===== config.mk =====
export PLATFORM = sky130hd
export DESIGN_NAME = rr_mux_arbiter_flat
export DESIGN_NICKNAME = d
export VERILOG_FILES = /design/src/rtl/rr_mux_arbiter_pkg.sv /design/src/rtl/rr_mux_arbiter_if.sv /design/src/rtl/rr_mux_arbiter_pick4.sv /design/src/rtl/rr_mux_arbiter.sv /design/src/flat_wrapper.sv
export SDC_FILE = /design/constraint.sdc
export NUM_CORES = 1
export LEC_CHECK = 0
export CAP_MARGIN = 20
export CORE_MARGIN = 5
export CORE_UTILIZATION = 45
export CTS_BUF_LIST = sky130_fd_sc_hd__clkbuf_4
export DETAILED_ROUTE_END_ITERATION = 7
export HOLD_SLACK_MARGIN = 0.02
export PLACE_DENSITY = 0.83
export SLEW_MARGIN = 20
export SYNTH_ARGS = -nofsm -noshare
export SYNTH_HDL_FRONTEND = slang
export SYNTH_SLANG_ARGS = --single-unit

===== constraint.sdc =====
create_clock -name clk -period 2.6 [get_ports clk]
set_clock_uncertainty 0.2 [all_clocks]
set_input_delay 0.52 -clock clk [delete_from_list [all_inputs] [get_ports clk]]
set_output_delay 0.52 -clock clk [all_outputs]
set_load 0.005 [all_outputs]

===== src/rtl/rr_mux_arbiter_pkg.sv =====
// Shared constants, FSM state encoding and helpers for the round-robin mux arbiter.
package rr_mux_arbiter_pkg;

    localparam int N_SRC = 4;
    localparam int SEL_W = 2;

    typedef enum logic {
        ST_IDLE  = 1'b0,
        ST_GRANT = 1'b1
    } state_e;

    function automatic logic [N_SRC-1:0] onehot(input logic [SEL_W-1:0] idx);
        onehot      = '0;
        onehot[idx] = 1'b1;
    endfunction

endpackage


===== src/rtl/rr_mux_arbiter_if.sv =====
// Requester/mux-side bundle of the round-robin arbiter: requests and data in, grant/select/data out.
interface rr_mux_arbiter_if #(
    parameter int W = 1
);
    import rr_mux_arbiter_pkg::*;

    logic [N_SRC-1:0]   req;
    logic [N_SRC*W-1:0] d;
    logic [N_SRC-1:0]   gnt;
    logic               s1;
    logic               s0;
    logic               busy;
    logic [W-1:0]       data_out;
    logic               data_valid;

    modport master (
        output req, d,
        input  gnt, s1, s0, busy, data_out, data_valid
    );

    modport slave (
        input  req, d,
        output gnt, s1, s0, busy, data_out, data_valid
    );

endinterface


===== src/rtl/rr_mux_arbiter_pick4.sv =====
// rr_pick4: combinational rotate-priority encoder; scans from (last+1) upward with wrap.
module rr_pick4
    import rr_mux_arbiter_pkg::*;
(
    input  logic [N_SRC-1:0] req,
    input  logic [SEL_W-1:0] last,
    output logic             any,
    output logic [SEL_W-1:0] idx
);

    logic [SEL_W-1:0] cand;

    // Walk from lowest to highest priority so the closest hit after 'last' wins.
    always_comb begin
        any  = 1'b0;
        idx  = last;
        cand = last;
        for (int k = N_SRC; k >= 1; k--) begin
            cand = last + SEL_W'(k);
            if (req[cand]) begin
                any = 1'b1;
                idx = cand;
            end
        end
    end

endmodule


===== src/rtl/rr_mux_arbiter.sv =====
// Round-robin arbiter driving a shared 4:1 mux select and registering the selected data.
// Optional owner timeout enabled by defining ARB_TIMEOUT_EN (limit set by HOLD_MAX).
module rr_mux_arbiter
    import rr_mux_arbiter_pkg::*;
#(
    parameter int W        = 1,
    parameter int HOLD_MAX = 4
) (
    input  logic         clk,
    input  logic         rst,
    rr_mux_arbiter_if.slave bus
);

    state_e           state_q;
    logic [SEL_W-1:0] last_q;
    logic [SEL_W-1:0] sel_q;
    logic [N_SRC-1:0] gnt_q;
    logic             busy_q;
    logic [W-1:0]     dout_q;
    logic             dvalid_q;

    logic [N_SRC-1:0] others;
    logic [N_SRC-1:0] pick_req;
    logic [SEL_W-1:0] pick_last;
    logic             pick_any;
    logic [SEL_W-1:0] pick_idx;
    logic             rotate;
    logic [W-1:0]     mux_out;

    // While granted, the owner is excluded so the pick always yields the next source in rotation.
    assign others    = bus.req & ~onehot(sel_q);
    assign pick_req  = (state_q == ST_GRANT) ? others : bus.req;
    assign pick_last = (state_q == ST_GRANT) ? sel_q  : last_q;

    rr_pick4 u_pick (
        .req  (pick_req),
        .last (pick_last),
        .any  (pick_any),
        .idx  (pick_idx)
    );

`ifdef ARB_TIMEOUT_EN
    localparam int CNT_W = (HOLD_MAX < 2) ? 1 : $clog2(HOLD_MAX + 1);
    localparam logic [CNT_W-1:0] HOLD_LAST = CNT_W'(HOLD_MAX - 1);

    logic [CNT_W-1:0] hold_q;
    logic             timeout;

    assign timeout = (hold_q == HOLD_LAST) && (|others);
    assign rotate  = !bus.req[sel_q] || timeout;
`else
    assign rotate  = !bus.req[sel_q];
`endif

    // Bit-sliced 4:1 mux; sel_q is the register behind s1/s0.
    for (genvar gi = 0; gi < W; gi++) begin : g_bit
        logic [N_SRC-1:0] col;
        for (genvar si = 0; si < N_SRC; si++) begin : g_src
            assign col[si] = bus.d[si*W + gi];
        end
        assign mux_out[gi] = col[sel_q];
    end

    always_ff @(posedge clk) begin
        if (rst) begin
            state_q  <= ST_IDLE;
            last_q   <= SEL_W'(N_SRC - 1);
            sel_q    <= '0;
            gnt_q    <= '0;
            busy_q   <= 1'b0;
            dout_q   <= '0;
            dvalid_q <= 1'b0;
`ifdef ARB_TIMEOUT_EN
            hold_q   <= '0;
`endif
        end else begin
            case (state_q)
                ST_IDLE: begin
                    dvalid_q <= 1'b0;
                    if (pick_any) begin
                        gnt_q   <= onehot(pick_idx);
                        sel_q   <= pick_idx;
                        busy_q  <= 1'b1;
                        state_q <= ST_GRANT;
`ifdef ARB_TIMEOUT_EN
                        hold_q  <= '0;
`endif
                    end
                end
                ST_GRANT: begin
                    dout_q   <= mux_out;
                    dvalid_q <= 1'b1;
                    if (rotate) begin
                        last_q <= sel_q;
`ifdef ARB_TIMEOUT_EN
                        hold_q <= '0;
`endif
                        if (pick_any) begin
                            gnt_q <= onehot(pick_idx);
                            sel_q <= pick_idx;
                        end else begin
                            gnt_q   <= '0;
                            busy_q  <= 1'b0;
                            state_q <= ST_IDLE;
                        end
                    end else begin
`ifdef ARB_TIMEOUT_EN
                        if (hold_q != HOLD_LAST) begin
                            hold_q <= hold_q + 1'b1;
                        end
`endif
                    end
                end
                default: state_q <= ST_IDLE;
            endcase
        end
    end

    assign bus.gnt        = gnt_q;
    assign bus.s1         = sel_q[1];
    assign bus.s0         = sel_q[0];
    assign bus.busy       = busy_q;
    assign bus.data_out   = dout_q;
    assign bus.data_valid = dvalid_q;

endmodule


===== src/flat_wrapper.sv =====
// flat-port wrapper written by rule: the top's interface ports become plain ports
module rr_mux_arbiter_flat import rr_mux_arbiter_pkg::*;
#(
    parameter int W        = 1,
    parameter int HOLD_MAX = 4
)
  (clk, rst, bus_req, bus_d, bus_gnt, bus_s1, bus_s0, bus_busy, bus_data_out, bus_data_valid);
  rr_mux_arbiter_if #(.W(W)) bus_i ();
  input  logic clk;
  input  logic rst;
  input wire logic [$bits(bus_i.req)-1:0] bus_req;
  input wire logic [$bits(bus_i.d)-1:0] bus_d;
  output wire logic [$bits(bus_i.gnt)-1:0] bus_gnt;
  output wire logic [$bits(bus_i.s1)-1:0] bus_s1;
  output wire logic [$bits(bus_i.s0)-1:0] bus_s0;
  output wire logic [$bits(bus_i.busy)-1:0] bus_busy;
  output wire logic [$bits(bus_i.data_out)-1:0] bus_data_out;
  output wire logic [$bits(bus_i.data_valid)-1:0] bus_data_valid;
  assign bus_i.req = bus_req;
  assign bus_i.d = bus_d;
  assign bus_gnt = bus_i.gnt;
  assign bus_s1 = bus_i.s1;
  assign bus_s0 = bus_i.s0;
  assign bus_busy = bus_i.busy;
  assign bus_data_out = bus_i.data_out;
  assign bus_data_valid = bus_i.data_valid;
  rr_mux_arbiter #(.W(W), .HOLD_MAX(HOLD_MAX)) u_core (.clk(clk), .rst(rst), .bus(bus_i));
endmodule

==> results of run 1 <==
==> power by group through the flow <==
stage               Combinational (mW)  Clock [mW]  Sequential [mW]
detailed placement               0.255           0            0.257
global placement                 0.247           0            0.256
floorplan                        0.179           0            0.233
CTS                              0.259       0.119            0.253
finish                           0.258       0.117            0.253
global route                     0.280       0.137            0.260
==> state kept, by name, indices dropped and copies added, names as in the netlist <==
| register | cells |
|---|---|
| u_core.state_q | 1 |
| u_core.bus.busy | 1 |
| u_core.sel_q | 2 |
| u_core.bus.gnt | 4 |
| u_core.bus.data_out | 1 |
| u_core.last_q | 2 |
| u_core.bus.data_valid | 1 |
==> final cells by class <==
| type | instances | area, um2 | share of cell area [%] |
|---|---|---|---|
| multi-input cells | 66 | 502 | 49.1 |
| clock buffers | 3 | 22.5 | 2.20 |
| repair buffers | 23 | 218 | 21.3 |
| inverters | 4 | 15.0 | 1.47 |
| flip-flops and latches | 12 | 240 | 23.5 |
| well taps | 17 | 21.3 | 2.08 |
| clock inverters | 1 | 3.75 | 0.367 |
==> synth_stat cells, types with 2 or more instances <==
cell type	n
nor3_1	2
nor2b_1	2
a21oi_1	2
o21a_1	2
buf_2	5
a211o_1	3
nand2b_1	4
o211ai_1	2
nand2_1	4
nor2_1	12
mux4_2	2
inv_1	4
nand3b_1	2
a32o_1	4
mux2i_1	6
dfxtp_1	12
==> per-layer routing <==
metal / part of all wire (%) / vias to the layer above
met3: 5.8 / 4
met1: 43 / 368
li1: - / 374
met5: 0 / -
met2: 50 / 27
met4: 1.1 / 0
==> worst max path at each step <==
stage	from	endpoint	slack (ns)	cells after the start
floorplan	bus_req[3]	u_core.bus.gnt[1]$_SDFFE_PP0P_	0.62	6
global placement	bus_req[1]	u_core.bus.gnt[2]$_SDFFE_PP0P_	0.10	6
detailed placement	bus_req[1]	u_core.bus.gnt[3]$_SDFFE_PP0P_	0.06	6
CTS	bus_req[1]	u_core.bus.gnt[3]$_SDFFE_PP0P_	0.29	6
global route	bus_req[3]	u_core.bus.gnt[3]$_SDFFE_PP0P_	0.21	6
finish	bus_req[3]	u_core.bus.gnt[3]$_SDFFE_PP0P_	0.28	6
==> kinds of logic after synthesis <==
group	synth area share, %
and+or+nand+nor	18.1
AOI/OAI and AO/OA	28.8
muxes	16.6
buffers and inverters	6.02
DFF	30.4
==> through the flow <==
step,instances,worst slack [ns]
after floorplan,89,0.623
after global placement,122,0.104
after detailed placement,122,0.0597
after CTS,126,0.294
after global routing,126,0.213
final,126,0.279
==> worst max-delay path, cell delays in order <==
cell	delay, ns
clkdlybuf4s50_1	0.52
mux4_2	0.56
nand2_1	0.14
o21ai_1	0.11
nor2_1	0.25
a32o_1	0.23
==> reports/qor.txt, run 1 <==
Die extent in x - 51.9 um
N_diodes - 0
Core area - 0.00169 mm2
Fin. Hold Viols - 0
Met1 Track Usage GR - 22.2%
DR WL/cell - 16.3 um
Hold path depth - 1
Net Sw Power - 216 uW
R2R Path End - u_core.bus.gnt[3]$_SDFFE_PP0P_
Clk Tree Root Cell - clkbuf_4
Sw Share - 34.3%
Mapped Avg Cell Area - 8.87 um2
Largest area contributor in the netlist - dfxtp_1
Initial antenna violation count - 0
Clock-pin slew on the worst setup and hold paths - 0.07 ns
Final Cycle Share - 89.3%
Hold endpoint - u_core.bus.gnt[0]$_SDFFE_PP0P_
Fraction of layout cells with a size suffix above 1 - 12.8%
Die Span Y - 51.9 um
Most frequent cells in the layout - clkdlybuf4s50_1 (18), nor2_1 (12), dfxtp_1 (12)
CTS tree - built
GR Overflow Total - 0
Crit path kind - input port to flip-flop
RSZ-0062 raised after global routing - no
Fin area - 0.00102 mm2
Crit path DAT - 2.33 ns
Data required, critical path - 2.61 ns
Via count - 773
Synth warnings - 0
Dpl hpwl - 1.55 mm
VDD IR max - 0.450 mV
Hold Startpoint - u_core.bus.gnt[0]$_SDFFE_PP0P_
Filler instances - 164
Synth cell types - 37
Synthesized cell area - 790 um2
Top FF cell, synth - dfxtp_1
Reg2reg path depth - 5
CP Capture Type - flip-flop
Status - completed
Die area - 0.00269 mm2
Final wirelength - 2.05 mm
Clk buf depth - 2
Area grow syn2layout - 29.5%
Area after DPL - 996 um2
Row count - 15
Leakage - 0.394 nW
Initial Utilization - 46.7%
Synthesis-stage register bit count - 12
Drt first pass iters - 4
HP Class - flip-flop to flip-flop
FFs w/ async S/R, synth - 0%
Proportion of power drawn by flip-flops and latches - 40.3%
Largest net degree at the start of global routing - 19
Mapped Cells - 89
Total GRT Usage - 17.1%
Slew headroom - 60.9%
Post-layout nets - 120
Internal power - 413 uW
Worst setup SP type - input port
DRC - 0
Clock share of power - 18.6%
Pwr Density - 615 mW/mm2
Core Util, Final - 60.5%
Sequential element share of the synthesized area - 30.4%
Cts bufs inserted - 3
Via density - 6.13
Total of max-cap violations - 0
Post-synth EDFFs - 0
Synth area leaders - dfxtp_1 (30%), mux2i_1 (7.6%), mux4_2 (5.7%), nor2_1 (5.7%), a32o_1 (5.1%)
Fin crit period - 2.32 ns
Hold Buf Count CTS - 0
Setup Fix Bufs, Post-CTS - 0
Gpl congestion - 0.878
Cts repair resizes - 0
First-pass GRT wire length - 3.46 mm
CP max FO - 6
Sink Count - 12
Setup_tns - 0 ns
Vias in the first global route - 749
CTS H-tree lvls - 1
Met2 usage - 27.2%
Iter 0 DRT Violations - 15
Most common cell after layout, fill and taps aside - clkdlybuf4s50_1
Comb power frac - 41.1%
Worst slew pin tran - 0.585 ns
Met3 usage - 4.30%
Fmax - 431 MHz
Final setup vio count - 0
I/O Buffers - 18
Power Total - 628 uW
Global-route layer with the greatest usage - met2
Hold Slack - 0.274 ns
ANT nets after route - 0
Worst-skew pair later-pin latency - 0.27 ns
Reg-to-reg setup timing slack - 0.42 ns
FF-to-FF Start - u_core.state_q$_SDFF_PP0_
Synth Net Count - 99
Yosys top cell area share - 30.4%
Slew Limit Fails - 0
I/O pins - 19
No activity file was read; power rests on OpenSTA's default activity.
==> inputs of run 2 (changes only) <==
--- a/config.mk
+++ b/config.mk
@@ -10,6 +10,7 @@
 export CORE_UTILIZATION = 45
 export CTS_BUF_LIST = sky130_fd_sc_hd__clkbuf_4
 export DETAILED_ROUTE_END_ITERATION = 7
+export GPL_TIMING_DRIVEN = 0
 export HOLD_SLACK_MARGIN = 0.02
 export PLACE_DENSITY = 0.83
 export SLEW_MARGIN = 20
==> reports/qor.txt, run 2 (synthesized netlist as in run 1, its figures left out) <==
Status - completed
Worst path cell trace - clkdlybuf4s50_1 -> mux2_4 -> o22a_4 -> or3_1 -> a21oi_2 -> a32o_1
Max reg flops - 4 (unchanged)
Drt first pass iters - 4 (unchanged)
Pwr Density - 612 mW/mm2 (-0.36%)
Area grow syn2layout - 26.3%
Core area - 0.00169 mm2 (unchanged)
Post-Place Setup Slack - 0.0285 ns (-0.0311 ns)
Final setup vio count - 0 (unchanged)
Cts repair resizes - 0 (unchanged)
RSZ-0062 raised after global routing - no
GR Overflow Total - 0 (unchanged)
Most common cell after layout, fill and taps aside - clkdlybuf4s50_1
I/O Buffers - 16 (-2)
Fin. Hold Viols - 0 (unchanged)
Setup_tns - 0 ns (unchanged)
Die area - 0.00269 mm2 (unchanged)
Fraction of layout cells with a size suffix above 1 - 12.8% (unchanged)
Final Cycle Share - 90.0% (+0.75 points)
Reg area - 240 um2 (unchanged)
Crit path DAT - 2.35 ns (+0.02 ns)
Hold path depth - 1 (unchanged)
Initial antenna violation count - 0 (unchanged)
Initial Utilization - 46.7% (unchanged)
Iter 0 DRT Violations - 16 (+1)
Via density - 5.94 (-3.2%)
VDD IR max - 0.401 mV (-11%)
Area after DPL - 971 um2 (-2.5%)
Hold Buf Count CTS - 0 (unchanged)
Via count - 748 (-3.2%)
Origin of the worst setup path - bus_req[1]
CP max FO - 7 (+1)
Clk Tree Root Cell - clkbuf_4
DRC - 0 (unchanged)
First-pass GRT wire length - 2.93 mm (-15%)
FF-to-FF Start - u_core.sel_q[0]$_SDFFE_PP0P_
Crit-path max cell delay - 0.53 ns (-0.03 ns)
Fmax - 427 MHz (-0.84%)
Multi-input combinational cell area - 502 um2 (unchanged)
Final wirelength - 1.81 mm (-12%)
Crit path max-delay family - compound AO/OA/AOI/OAI gates
R2R Path End - u_core.bus.gnt[2]$_SDFFE_PP0P_
Slew headroom - 68.4% (+7.5 points)
Die Span Y - 51.9 um (unchanged)
CP max-delay cell - clkdlybuf4s50_1
Total GRT Usage - 14.4% (-2.8 points)
Vias in the first global route - 663 (-11%)
Dpl hpwl - 1.36 mm (-12%)
N_diodes - 0 (unchanged)
HP Class - flip-flop to flip-flop
CP Buf/Inv Count - 1 (unchanged)
Filler instances - 149 (-9.1%)
CTS tree - built
Worst slew pin tran - 0.471 ns (-0.114 ns)
CTS H-tree lvls - 1 (unchanged)
Fin area - 997 um2 (-2.4%)
Row count - 15 (unchanged)
Hold endpoint - u_core.bus.busy$_SDFFE_PP0P_
Reg2reg path depth - 6 (+1)
Slew Limit Fails - 0 (unchanged)
Largest net degree at the start of global routing - 11 (-8)
Sink Count - 12 (unchanged)
Clock-pin slew on the worst setup and hold paths - 0.07 ns (about the same)
Post-layout nets - 120 (unchanged)
CP Capture Type - flip-flop
Final WS setup - 0.260 ns (-0.0196 ns)
Worst setup SP type - input port
ANT nets after route - 0 (unchanged)
Setup Fix Bufs, Post-CTS - 0 (unchanged)
Crit path kind - input port to flip-flop
Reg-to-reg setup timing slack - 0.48 ns (+0.06 ns)
Fin crit period - 2.34 ns (+0.0196 ns)
Clk buf depth - 2 (unchanged)
Most frequent cells in the layout - clkdlybuf4s50_1 (16), nor2_1 (12), dfxtp_1 (12)
Total of max-cap violations - 0 (unchanged)
I/O pins - 19 (unchanged)
Hold Startpoint - u_core.bus.busy$_SDFFE_PP0P_
Leakage - 0.385 nW (-2.3%)
Gpl congestion - 0.809 (-7.9%)
Die extent in x - 51.9 um (unchanged)
Cts bufs inserted - 3 (unchanged)
Data required, critical path - 2.61 ns (about the same)
DR WL/cell - 14.4 um (-12%)
Worst-skew pair later-pin latency - 0.27 ns (about the same)
run 2: changes by cell type in the layout (fill, tap and decap cells not counted):
cell,change
buf_1,+1
buf_2,+5
buf_4,-5
clkbuf_1,+1
clkdlybuf4s50_1,-2
run 2: layout make-up:
class                   instances  share of cell area [%]
multi-input cells              66                    50.3
flip-flops and latches         12                    24.1
repair buffers                 16                    16.1
plain buffers                   7                    3.26
clock buffers                   3                    2.26
well taps                      17                    2.13
inverters                       4                    1.51
clock inverters                 1                   0.376
run 2: worst max path at each step:
stage	to	slack, ns	cells after the start
floorplan	u_core.bus.gnt[1]$_SDFFE_PP0P_	0.62	6
global placement	u_core.bus.gnt[2]$_SDFFE_PP0P_	0.02	6
CTS	u_core.bus.gnt[3]$_SDFFE_PP0P_	0.29	6
detailed placement	u_core.bus.gnt[3]$_SDFFE_PP0P_	0.03	6
global route	u_core.bus.gnt[3]$_SDFFE_PP0P_	0.25	6
finish	u_core.bus.gnt[3]$_SDFFE_PP0P_	0.26	6
run 2: power breakdown:
| group | switching (mW) | total [mW] | internal [mW] |
|---|---|---|---|
| logic | 0.130 | 0.272 | 0.142 |
| clock network | 0.0539 | 0.109 | 0.0554 |
| registers | 0.0180 | 0.230 | 0.212 |
| total | 0.201 | 0.611 | 0.409 |
run 2: metrics by stage:
stage	hold WS [ns]	util (%)	power (mW)	cells
global route	0.297	59.0	0.658	126
CTS	0.273	59.0	0.616	126
global placement	0.254	57.5	0.498	122
detailed placement	0.257	57.5	0.503	122
floorplan	0.264	-	0.412	89
finish	0.271	59.0	0.611	126
run 2: routing by layer:
| layer | vias to the layer above | routed length [um] | share of wire (%) | track usage [%] |
|---|---|---|---|---|
| li1 | 376 | - | - | - |
| met1 | 348 | 832 | 46 | 19.1 |
| met2 | 24 | 877 | 48 | 22.6 |
| met3 | 0 | 101 | 5.6 | 4.87 |
| met4 | 0 | 0 | 0 | 2.62 |
| met5 | - | 0 | 0 | 0 |
run 2: worst register-to-register path: stages, from the launching register on:
cell	delay, ns
dfxtp_1	0.42
buf_2	0.28
mux2i_1	0.22
o32ai_1	0.12
o21ba_1	0.21
o31a_1	0.34
a32o_1	0.23
==> patch (flow settings as in run 1) <==
Make the reset (`rst`) asynchronous in one clocked block.
--- a/src/rtl/rr_mux_arbiter.sv
+++ b/src/rtl/rr_mux_arbiter.sv
@@ -63,3 +63,3 @@
 
-    always_ff @(posedge clk) begin
+    always_ff @(posedge clk or posedge rst) begin
         if (rst) begin
Check against the original RTL: differs if rst is asserted again (counterexample within 4 cycles, from zero or initial values and one cycle with rst high); with rst held inactive, the same outputs for 10 cycles.
==> patch against run 1 <==
Largest cell class unchanged; wire length up 2.1%; sequential cell count stayed put; synthesized area increased by 6.0%; synthesized cell count down 13%; worst setup slack worse by 150 ps; cell count increased by 9.5%; sequential share of layout area grew 2.0 points; design area up 16%; highest routed layer unchanged.
Power is not compared: it rests on default switching activity, and its combinational part moved more than twofold at a synthesized area within 25%.
==> patch: results (changes against run 1) <==
[outcome]
outcome=complete, no violations

[cells_and_area]
n_antenna_cell=0  ; unchanged
largest_register_ffs=4  ; unchanged
drive_above_1_share_pct=34.5  ; +22 points
fin_nets=125  ; +4.2%
fillers=139  ; -15%

[synth]
synth_common_cells=dfrtp_1 (10), nand2_1 (9), inv_1 (6), mux2i_1 (6), nor2_1 (6)
syn-num-nets=88  ; -11%
synthFlopType=dfrtp_1
synthTopCellsByArea=dfrtp_1 (30%), mux2i_1 (7.2%), dfstp_2 (6.3%)
async_reset_ff_share_pct=100  ; +100 points
ys_seq_area_share_pct=36.2  ; +5.7 points
ys_types=34  ; -8.1%

[global_route]
grt_pass1_wl_um=3600  ; +4.2%
grt_pass1_vias=815  ; +8.8%
grt_max_degree=15  ; -4
track_usage_pct=17.7  ; +0.62 points

[critical_path]
worstRegToRegCells=7  ; +2
arrival_ps=2450  ; +120 ps
cp_top_family=simple AND/OR/NAND/NOR gates
timing.rr.start=u_core.sel_q[0]
critPathMaxFanout=5  ; -1
cpMaxStageDelayCell=clkdlybuf4s50_1
r2r_slack_ps=240  ; -180 ps
crit_path_max_incr_delay_ps=490  ; -70 ps
r2r-end=u_core.bus.gnt[1]

[worst_hold_path]
hp-class=reg -> reg
min_from=u_core.bus.gnt[2]
holdPathStages=2  ; +1
holdPathEnd=u_core.bus.gnt[2]

[clocking]
insertion_delay_ps=280
clk_pin_slew_ps=80
cts_buffers=3  ; unchanged

[placed_design]
place_ws_ps=-121  ; -181 ps
gp_congestion=0.843  ; -4.0%
io_buffers=18  ; unchanged
dp_hpwl_um=1700  ; +9.8%

[pwr]
power_leakage_nw=0.527
vdd_ir_drop_max_uv=689

[route]
wl_per_cell_um=15.2  ; -6.8%
vias_per_cell=5.28  ; -14%
dr.first_iter.drc_count=9  ; -6

[sta]
post-route-period-util_pct=95.1  ; +5.9 points
relSlewSlack_pct=70.0  ; +9.1 points
finalSetupViolations=0  ; unchanged

==> patch: worst max-delay path by stage <==
stage	from	end	depth (start not counted)
CTS	bus_req[3]	u_core.bus.gnt[1]	8
finish	bus_req[3]	u_core.bus.gnt[1]	8
detailed placement	bus_req[3]	u_core.bus.gnt[1]	8
global placement	bus_req[3]	u_core.bus.gnt[1]	8
floorplan	u_core.sel_q[0]	u_core.bus.gnt[1]	9
global route	bus_req[3]	u_core.bus.gnt[1]	8
==> patch: timing repair <==
| item | 4_1_cts | 5_1_grt |
|---|---|---|
| setup buffers | 0 | 0 |
| resized for setup | 0 | 1 |
| setup endpoints to repair | 0 | 1 |
==> patch: per-layer routing <==
metal / wire [um] / global-route usage, %
met3: 159 / 5.63
met2: 1030 / 30.2
met5: 0 / 0
met4: 12 / 4.68
met1: 890 / 21.4
==> patch: power groups by stage <==
stage	logic, mW	clock network (mW)	registers (mW)
floorplan	0.638	0	0.340
finish	1.02	0.121	0.351
detailed placement	1.02	0	0.353
global placement	0.975	0	0.351
global route	1.11	0.132	0.363
CTS	1.03	0.122	0.350
==> patch: cell families after synthesis <==
kind of cell / after synthesis / synth area share, %
flip-flops: 12 / 36.2
buffers and inverters: 9 / 5.08
AND/OR/NAND/NOR: 24 / 14.8
AO/OA/AOI/OAI: 17 / 21.8
adder cells (fa/ha/maj): 1 / 1.49
multiplexers: 14 / 20.6
==> patch: tightest hold or removal path: stages (launching register included) <==
cell and delay (ps):
dfrtp_1 350, nand2_1 70, o41ai_2 50
==> patch: layout make-up <==
class / instances / area (sq um) / area share (%)
flip-flops and latches: 12 / 303 / 25.5
inverters: 6 / 22.5 / 1.90
well taps: 25 / 31.3 / 2.64
clock buffers: 3 / 22.5 / 1.90
clock inverters: 1 / 3.75 / 0.316
repair buffers: 35 / 308 / 25.9
multi-input cells: 56 / 495 / 41.8
==> patch: stage by stage <==
stage,power (mW),hold WS [ps],std cells,utilization [%]
3_5_place_dp,1.37,281,134,66.2
2_1_floorplan,0.977,183,77,-
5_1_grt,1.60,324,138,68.0
6_report,1.49,304,138,68.0
4_1_cts,1.50,306,138,67.7
3_3_place_gp,1.33,263,134,66.2
